## config.mk

```make
export PLATFORM = sky130hd
export DESIGN_NAME = rv_pending_arbiter_flat
export DESIGN_NICKNAME = d
export VERILOG_FILES = /design/src/rtl/rv_pending_arbiter_if.sv /design/src/rtl/rv_pending_arbiter.sv /design/src/flat_wrapper.sv
export SDC_FILE = /design/constraint.sdc
export NUM_CORES = 1
export LEC_CHECK = 0
export ABC_AREA = 1
export ABC_CLOCK_PERIOD_IN_PS = 3600
export BUFFER_PORTS_ARGS = -buffer_cell sky130_fd_sc_hd__buf_2
export CORE_MARGIN = 1.5
export CORE_UTILIZATION = 30
export CTS_CLUSTER_SIZE = 14
export DETAILED_ROUTE_END_ITERATION = 10
export GPL_TIMING_DRIVEN = 0
export SKIP_CTS_REPAIR_TIMING = 1
export SYNTH_ARGS = -nofsm -noshare
export SYNTH_HDL_FRONTEND = slang
export SYNTH_SLANG_ARGS = --single-unit
```

## constraint.sdc

```tcl
create_clock -name clk -period 3.6 [get_ports clk]
set_input_delay 0.36 -clock clk [delete_from_list [all_inputs] [get_ports clk]]
set_output_delay 0.36 -clock clk [all_outputs]
set_load 0.02 [all_outputs]
```

## src/rtl/rv_pending_arbiter_if.sv

```systemverilog
// Request/completion bus between the requesters, the pending arbiter and
// the shared memory port. The arbiter sits on the slave side. Whatever
// drives the requesters and the memory port sits on the master side.
interface rv_pending_arbiter_if #(
   parameter int NUM_REQS = 4,
   parameter int REQW     = 2
);
   logic [NUM_REQS-1:0] req_valid;
   logic [NUM_REQS-1:0] req_ready;
   logic                mem_req_valid;
   logic                mem_req_ready;
   logic [REQW-1:0]     mem_req_id;
   logic                mem_rsp_valid;
   logic [REQW-1:0]     mem_rsp_id;
   logic                mem_rsp_ready;
   logic [NUM_REQS-1:0] rsp_valid;

   modport slave (
      input  req_valid,
      input  mem_req_ready,
      input  mem_rsp_valid,
      input  mem_rsp_id,
      output req_ready,
      output mem_req_valid,
      output mem_req_id,
      output mem_rsp_ready,
      output rsp_valid
   );

   modport master (
      output req_valid,
      output mem_req_ready,
      output mem_rsp_valid,
      output mem_rsp_id,
      input  req_ready,
      input  mem_req_valid,
      input  mem_req_id,
      input  mem_rsp_ready,
      input  rsp_valid
   );
endinterface

```

## src/rtl/rv_pending_arbiter.sv

```systemverilog
// Round-robin arbiter that shares one memory request port among NUM_REQS
// requesters. It keeps at most SIZE requests in flight, routes each
// completion back to its requester, and drains outstanding traffic on flush.
module rv_pending_arbiter #(
   parameter int NUM_REQS = 4,
   parameter int SIZE     = 4,
   parameter int REQW     = (NUM_REQS > 1) ? $clog2(NUM_REQS) : 1,
   parameter int SIZEW    = $clog2(SIZE + 1)
) (
   input  logic                 clk,
   input  logic                 reset,
   rv_pending_arbiter_if.slave  bus,
   input  logic                 flush,
   output logic                 flush_done,
   output logic [SIZEW-1:0]     pending_size,
   output logic                 pending_empty,
   output logic                 pending_full,
   output logic                 underflow_err
);

   localparam logic [1:0] STATE_RUN   = 2'd0;
   localparam logic [1:0] STATE_DRAIN = 2'd1;
   localparam logic [1:0] STATE_DONE  = 2'd2;

   logic [1:0]       state;
   logic [SIZEW-1:0] count;
   logic             empty_q;
   logic             full_q;
   logic [REQW-1:0]  ptr;
   logic             underflow_q;

   logic             issue_en;
   logic             any_req;
   logic             grant_found;
   logic [REQW-1:0]  grant_idx;
   logic [REQW-1:0]  ptr_next;
   logic             fire;
   logic             done;

   // Issue depends only on registered state, so completions never reach the
   // request side combinationally.
   assign issue_en = (state == STATE_RUN) && !full_q;
   assign any_req  = |bus.req_valid;
   assign fire     = bus.mem_req_valid && bus.mem_req_ready;
   assign done     = bus.mem_rsp_valid && !empty_q;

   // Find the first valid requester, scanning upward from the round-robin
   // pointer and wrapping at NUM_REQS.
   always_comb begin
      logic [REQW:0]   sum;
      logic [REQW-1:0] cand;
      grant_found = 1'b0;
      grant_idx   = '0;
      sum         = '0;
      cand        = '0;
      for (int k = 0; k < NUM_REQS; k++) begin
         sum = {1'b0, ptr} + (REQW+1)'(k);
         if (sum >= (REQW+1)'(NUM_REQS)) begin
            sum = sum - (REQW+1)'(NUM_REQS);
         end
         cand = sum[REQW-1:0];
         if (!grant_found && bus.req_valid[cand]) begin
            grant_found = 1'b1;
            grant_idx   = cand;
         end
      end
   end

   assign ptr_next = (grant_idx == REQW'(NUM_REQS - 1)) ? '0 : grant_idx + REQW'(1);

   assign bus.mem_req_valid = issue_en && any_req;
   assign bus.mem_req_id    = grant_idx;
   assign bus.req_ready     = (issue_en && bus.mem_req_ready && grant_found)
                              ? (NUM_REQS'(1) << grant_idx) : '0;
   assign bus.mem_rsp_ready = 1'b1;
   assign bus.rsp_valid     = done ? (NUM_REQS'(1) << bus.mem_rsp_id) : '0;

   assign flush_done    = (state == STATE_DONE);
   assign pending_size  = count;
   assign pending_empty = empty_q;
   assign pending_full  = full_q;
   assign underflow_err = underflow_q;

   // The round-robin pointer moves past the winner only when a request
   // actually fires. A stalled grant keeps the same winner.
   always_ff @(posedge clk or negedge reset) begin
      if (!reset) begin
         ptr <= '0;
      end else if (fire) begin
         ptr <= ptr_next;
      end
   end

   // The outstanding counter keeps empty/full as registered flags.
   // An issue and a completion in the same cycle cancel out.
   always_ff @(posedge clk or negedge reset) begin
      if (!reset) begin
         count   <= '0;
         empty_q <= 1'b1;
         full_q  <= 1'b0;
      end else if (fire && !done) begin
         count   <= count + SIZEW'(1);
         empty_q <= 1'b0;
         full_q  <= (count == SIZEW'(SIZE - 1));
      end else if (done && !fire) begin
         count   <= count - SIZEW'(1);
         full_q  <= 1'b0;
         empty_q <= (count == SIZEW'(1));
      end
   end

   // A completion that arrives with nothing outstanding is dropped and
   // latched as an error until the next reset.
   always_ff @(posedge clk or negedge reset) begin
      if (!reset) begin
         underflow_q <= 1'b0;
      end else if (bus.mem_rsp_valid && empty_q) begin
         underflow_q <= 1'b1;
      end
   end

   // Flush sequencing. RUN stops issuing in DRAIN, waits for the counter to
   // empty, then holds DONE until flush is released.
   always_ff @(posedge clk or negedge reset) begin
      if (!reset) begin
         state <= STATE_RUN;
      end else begin
         case (state)
            STATE_RUN: begin
               if (flush) state <= STATE_DRAIN;
            end
            STATE_DRAIN: begin
               if (empty_q) state <= STATE_DONE;
            end
            STATE_DONE: begin
               if (!flush) state <= STATE_RUN;
            end
            default: state <= STATE_RUN;
         endcase
      end
   end

endmodule

```

## src/flat_wrapper.sv

```systemverilog
// flat-port wrapper written by rule: the top's interface ports become plain ports
module rv_pending_arbiter_flat 
#(
   parameter int NUM_REQS = 4,
   parameter int SIZE     = 4,
   parameter int REQW     = (NUM_REQS > 1) ? $clog2(NUM_REQS) : 1,
   parameter int SIZEW    = $clog2(SIZE + 1)
)
  (clk, reset, flush, flush_done, pending_size, pending_empty, pending_full, underflow_err, bus_req_valid, bus_mem_req_ready, bus_mem_rsp_valid, bus_mem_rsp_id, bus_req_ready, bus_mem_req_valid, bus_mem_req_id, bus_mem_rsp_ready, bus_rsp_valid);
  rv_pending_arbiter_if #(.NUM_REQS(NUM_REQS), .REQW(REQW)) bus_i ();
  input  logic clk;
  input  logic reset;
  input  logic flush;
  output logic flush_done;
  output logic [SIZEW-1:0] pending_size;
  output logic pending_empty;
  output logic pending_full;
  output logic underflow_err;
  input wire logic [$bits(bus_i.req_valid)-1:0] bus_req_valid;
  input wire logic [$bits(bus_i.mem_req_ready)-1:0] bus_mem_req_ready;
  input wire logic [$bits(bus_i.mem_rsp_valid)-1:0] bus_mem_rsp_valid;
  input wire logic [$bits(bus_i.mem_rsp_id)-1:0] bus_mem_rsp_id;
  output wire logic [$bits(bus_i.req_ready)-1:0] bus_req_ready;
  output wire logic [$bits(bus_i.mem_req_valid)-1:0] bus_mem_req_valid;
  output wire logic [$bits(bus_i.mem_req_id)-1:0] bus_mem_req_id;
  output wire logic [$bits(bus_i.mem_rsp_ready)-1:0] bus_mem_rsp_ready;
  output wire logic [$bits(bus_i.rsp_valid)-1:0] bus_rsp_valid;
  assign bus_i.req_valid = bus_req_valid;
  assign bus_i.mem_req_ready = bus_mem_req_ready;
  assign bus_i.mem_rsp_valid = bus_mem_rsp_valid;
  assign bus_i.mem_rsp_id = bus_mem_rsp_id;
  assign bus_req_ready = bus_i.req_ready;
  assign bus_mem_req_valid = bus_i.mem_req_valid;
  assign bus_mem_req_id = bus_i.mem_req_id;
  assign bus_mem_rsp_ready = bus_i.mem_rsp_ready;
  assign bus_rsp_valid = bus_i.rsp_valid;
  rv_pending_arbiter #(.NUM_REQS(NUM_REQS), .SIZE(SIZE), .REQW(REQW), .SIZEW(SIZEW)) u_core (.clk(clk), .reset(reset), .bus(bus_i), .flush(flush), .flush_done(flush_done), .pending_size(pending_size), .pending_empty(pending_empty), .pending_full(pending_full), .underflow_err(underflow_err));
endmodule
```

Yosys cells after proc, flatten, opt, wreduce, memory -nomap -nowiden
Cells that the tools add are included.
Widths: inputs -> output; s select.

word-level totals
  input bits = 11
  bits in registers = 10
  output and inout port bits = 19
  logic and storage cells = 90

operators by class
  muxes and demuxes = 33
  order comparisons = 8
  eq/ne operators = 8
  reductions and logical operators = 23
  shift-type cells = 2
  add/subtract/negate cells = 10

operators by type and width
  cell                 number
  $mux 2               12
  $logic_and 1x1->1    12
  $lt 2x3->1 const B   4
  $mux 1               12
  $ge 3x3->1 const B   3
  $bmux 1 s2           4
  $mux 4               2
  $shl 1x2->4 const A  2
  $sub 2x1->2 const B  4
  $logic_not 1->1      7
  $add 2x2->3 const B  2
  $mux 3               2
  $pmux 2 s3           1
  $eq 2x2->1 const B   2
  $ne 2x2->1 const B   2
  $reduce_or 4->1      1
  $add 2x1->3 const B  1
  $add 3x1->3 const B  1
  $eq 3x1->1 const B   1
  $eq 3x2->1 const B   1
  $ge 2x3->1 const B   1
  $reduce_and 3->1     1
  $sub 3x1->3 const B  1
  $add 2x1->2 const B  1
  other kinds (4)      4

Logic depth before layout (Yosys ltp)
  word-level depth = 16
  mapped depth = 14

Least setup slack after synthesis
OpenSTA, ideal clock, no wires.

  path kind = reg2out
  start = reg u_core.ptr[0]
  end = out bus_req_ready[2]
  data arrival time = 1.969 ns
  data required time = 3.240 ns
  cell stages (with the launch flop) = 14
  setup slack = 1.271 ns
  buffers on the path = 1
  cell sequence = dfrtp_1 buf_6 inv_8 nand2_2 nand3_1 nand2_1 inv_2 nand2_1 o21ai_2 nor2_1 nor2_1 ha_1 inv_1 nor2_1

on the way
  word-level cells in the longest chain between the ends = 16

RTL lines
  item                                                                  RTL line                  source
  start: declaration                                                    rv_pending_arbiter.sv:29  logic [REQW-1:0] ptr;
  start signal: assignment                                              rv_pending_arbiter.sv:90  ptr <= ptr_next;
  parallel branches: the longest is 13 deep, another holds $add 2x1->3  n/a
  $mux 2 (*)                                                            rv_pending_arbiter.sv:62  if (!grant_found && bus.req_valid[cand]) begin
  net bus_mem_req_id[1]                                                 flat_wrapper.sv:25        output wire logic [$bits(bus_i.mem_req_id)-1:0] bus_mem_req_id;
  $shl 1x2->4 (*)                                                       rv_pending_arbiter.sv:74  ? (NUM_REQS'(1) << grant_idx) : '0;
  $mux 4 (*)                                                            rv_pending_arbiter.sv:74
  end: declaration                                                      flat_wrapper.sv:23        output wire logic [$bits(bus_i.req_ready)-1:0] bus_req_ready;

Mark *: on every way through the listed nets, which the timed path passes. The select of a mux whose other input is x is not followed.

Worst setup path after layout
  start = reg u_core.ptr[0]
  end = out bus_req_ready[2]

on the way
  word-level cells in the longest chain between the ends = 16

RTL lines
  item                                                                  RTL line
  parallel branches: the longest is 15 deep, another holds $add 2x1->3  n/a
  $mux 4 (*)                                                            rv_pending_arbiter.sv:74

Every way passes the cells marked *. The select of a mux whose other input is x is not followed.

==> run metrics <==
outcome finished clean; CTS H-tree depth 1; die area 0.003552 mm2; Synth area leader dfrtp_1; largest net degree at the start of global routing 11; first-pass detailed-route iteration total 4; Yosys cell types 27; maximum clock rate 409.7 MHz; total core area 0.003053 mm2; gr usage total 12.75%; I/O pin cnt 30; Reg-to-Reg End u_core.ptr[1]; crit end category primary output; IO Port Bufs 28; Critical Setup Path Class flop to primary output; Tot Pwr 1107 uW; Post-Synth Adder-Cell Area 13.02%; die height 59.60 um; Mapped Cells 129; final net count 184; slowest stage cell, crit path dfrtp_1; clk sinks 10; xor/xnor share of the synthesized area 0.9115%; VDD IR max 0.4025 mV; Final GP Congestion 0.8505; compound-cell area share of the yosys netlist 9.375%; num rows 20; number of global-route vias before repair 897; first-pass GRT wire length 3.498 mm; Crit Path Max Fanout 9; setup TNS 0 ns; fraction of layout cells with a size suffix above 1 37.04%; Total Wirelength 1.999 mm; syn nets 150; Seq/Total Area, Yosys 26.17%; cell mode on critical path nor2_1; r2r startpoint u_core.ptr[0]; pins over their slew limit 0; DRT iter0 DRCs 23; vias per cell 4.393; wire per inst 9.704 um; post-synthesis simple-gate area fraction 38.02%; ANT cells 0; Pleak 0.0006887 uW; Starting Density 31.48%; Hold Path Class primary input to flop; Die W 59.60 um; Final ANT Viol Nets 0; mux cell area share after synthesis 0%; synth warn 0; initial antenna violation count 0; syn_area_per_cell 7.449 um2; final setup fails 0; Area growth syn-to-layout 25.13%; RSZ-0062 raised after global routing no; largest family of logic cells by synthesized area simple AND/OR/NAND/NOR gates; DP HPWL 1.642 mm; GR Overflow Total 0; final hold vios 0; Worst Skew 0.002737 ns; Setup crit start u_core.ptr[0]; cell family with most CP delay simple AND/OR/NAND/NOR gates; Worst Setup Start Kind flop; CTS clk-pin slew, worst paths 0.07 ns; synth top area cells dfrtp_1 23%, ha_1 13%, nand2_1 8.6%; Worst Path Required 3.24 ns; synthesized area 960.9 um2; clk buf depth 2; # Max-Cap Violations 0; max incr delay on CP 0.38 ns; Pwr per Cell Area 920.9 mW/mm2; WP data arrival 2.08 ns; Tcrit/Tclk final 67.80%; TritonCTS clock tree built; flop2flop setup slack 1.74 ns; R2R depth 13; crit path to bus_req_ready[2]; Synth top area share 23.44%; CTS Buf Count 3; CP Buf/Inv Count 5; Root Buffer clkbuf_4; vias 905; Seq cells post-synth 10; crit-path cells buf_6 -> inv_8 -> nand2_2 -> nand3_1 -> nand2_1 -> inv_2 -> nand2_1 -> o21ai_2 -> nor2_1 -> nor2_1 -> ha_1 -> inv_1 -> nor2_1 -> buf_2; Final Critical Period 2.441 ns; Crit path depth 14; fillcell total 328; clock insertion delay at the later pin of the skew report 0.27 ns; # DRC 0
[layout by cell type, fill, tap and decap left out]
cell type / Yosys / layout
ha_1: 10 / 10
dlygate4sd3_1: 0 / 1
a21o_1: 1 / 1
nor3_1: 4 / 4
nand2_1: 22 / 22
conb_1: 1 / 1
clkbuf_4: 0 / 3
nand3b_4: 1 / 1
nand2_2: 11 / 11
inv_2: 2 / 2
buf_6: 1 / 1
nand2_4: 5 / 5
nand4_1: 3 / 3
clkbuf_8: 0 / 1
nor2_2: 1 / 1
o21ai_2: 1 / 1
a21oi_1: 1 / 1
inv_8: 1 / 1
xor2_1: 1 / 1
dfstp_2: 1 / 1
o211ai_1: 1 / 1
nand3_2: 2 / 2
nand3_1: 7 / 7
buf_2: 0 / 28
o21bai_1: 1 / 1
dfrtp_1: 9 / 9
inv_1: 21 / 21
nor2_1: 10 / 10
buf_4: 1 / 1
o21ai_0: 9 / 9
o21a_2: 1 / 1
[final cells by class]
type / instances / area, um2 / area share (%)
Multi-Input combinational cell: 93 / 593.1 / 49.32
Sequential cell: 10 / 251.5 / 20.92
Timing Repair Buffer: 29 / 150.1 / 12.49
Inverter: 24 / 97.59 / 8.117
Tap cell: 44 / 55.05 / 4.579
Clock buffer: 4 / 36.28 / 3.018
Buffer: 2 / 18.77 / 1.561
[synthesized netlist by cell type]
cell type and number:
nand2_1 22, inv_1 21, nand2_2 11, ha_1 10, nor2_1 10, dfrtp_1 9
o21ai_0 9, nand3_1 7, nand2_4 5, nor3_1 4, nand4_1 3, inv_2 2
nand3_2 2, a21o_1 1, a21oi_1 1, buf_4 1, buf_6 1, conb_1 1
dfstp_2 1, inv_8 1, nand3b_4 1, nor2_2 1, o211ai_1 1, o21a_2 1
o21ai_2 1, o21bai_1 1, xor2_1 1
[layer usage]
metal	track usage [%]	wire, um	part of all wire, %
met1	13.79	859	43
met2	24.49	1057	53
met4	4.762	12	0.60
met3	1.965	70	3.5
met5	0	0	0
[worst reg2reg max path: stages, from the launching register on]
cell and delay (ns):
dfrtp_1 0.38, buf_6 0.15, inv_8 0.08, nand2_2 0.07, nand3_1 0.09, nand2_1 0.07
inv_2 0.09, nand2_1 0.07, o21ai_2 0.13, nor2_1 0.05, nor2_1 0.17, ha_1 0.27
nand2_1 0.06, o21ai_0 0.08
[flip-flops by register name, indices dropped and copies added (netlist names)]
name and count:
u_core.pending_empty 1, u_core.pending_full 1, u_core.pending_size 3, u_core.ptr 2, u_core.state 2, u_core.underflow_err 1
[cells by family (layout without fill, tap and decap cells)]
logic type | count (synthesis) | after routing
simple gates | 66 | 66
buf+inv | 26 | 59
compound gates | 15 | 15
fa+ha+maj | 10 | 10
flops | 10 | 10
other cells | 1 | 1
xor+xnor | 1 | 1
[metrics by stage]
stage	utilization, %	hold slack [ns]	std cells	worst slack, ns	area (um2)
finish	39.39	0.3159	206	1.159	1202
detailed placement	37.87	0.2399	201	1.430	1156
global route	39.39	0.3158	206	0.9574	1202
global placement	37.87	0.2328	201	1.464	1156
floorplan	-	0.06441	129	1.271	960.9
CTS	39.06	-0.05613	205	1.138	1192
[report_power, final]
part	total [uW]	switching, uW	internal (uW)
combinational	797	516	281
sequential	207	40.0	167
clock	104	42.5	61.4
total	1110	599	509
[worst min-delay path by stage]
| stage | startpoint | endpoint | slack, ns | cells past startpoint |
|---|---|---|---|---|
| floorplan | reset | u_core.pending_full | 0.06 | 0 |
| global placement | reset | u_core.pending_size[1] | 0.23 | 1 |
| detailed placement | reset | u_core.pending_size[1] | 0.24 | 1 |
| CTS | reset | u_core.pending_size[2] | -0.06 | 1 |
| global route | flush | u_core.state[1] | 0.32 | 3 |
| finish | flush | u_core.state[1] | 0.32 | 3 |
No activity file was read; power rests on OpenSTA's default activity.
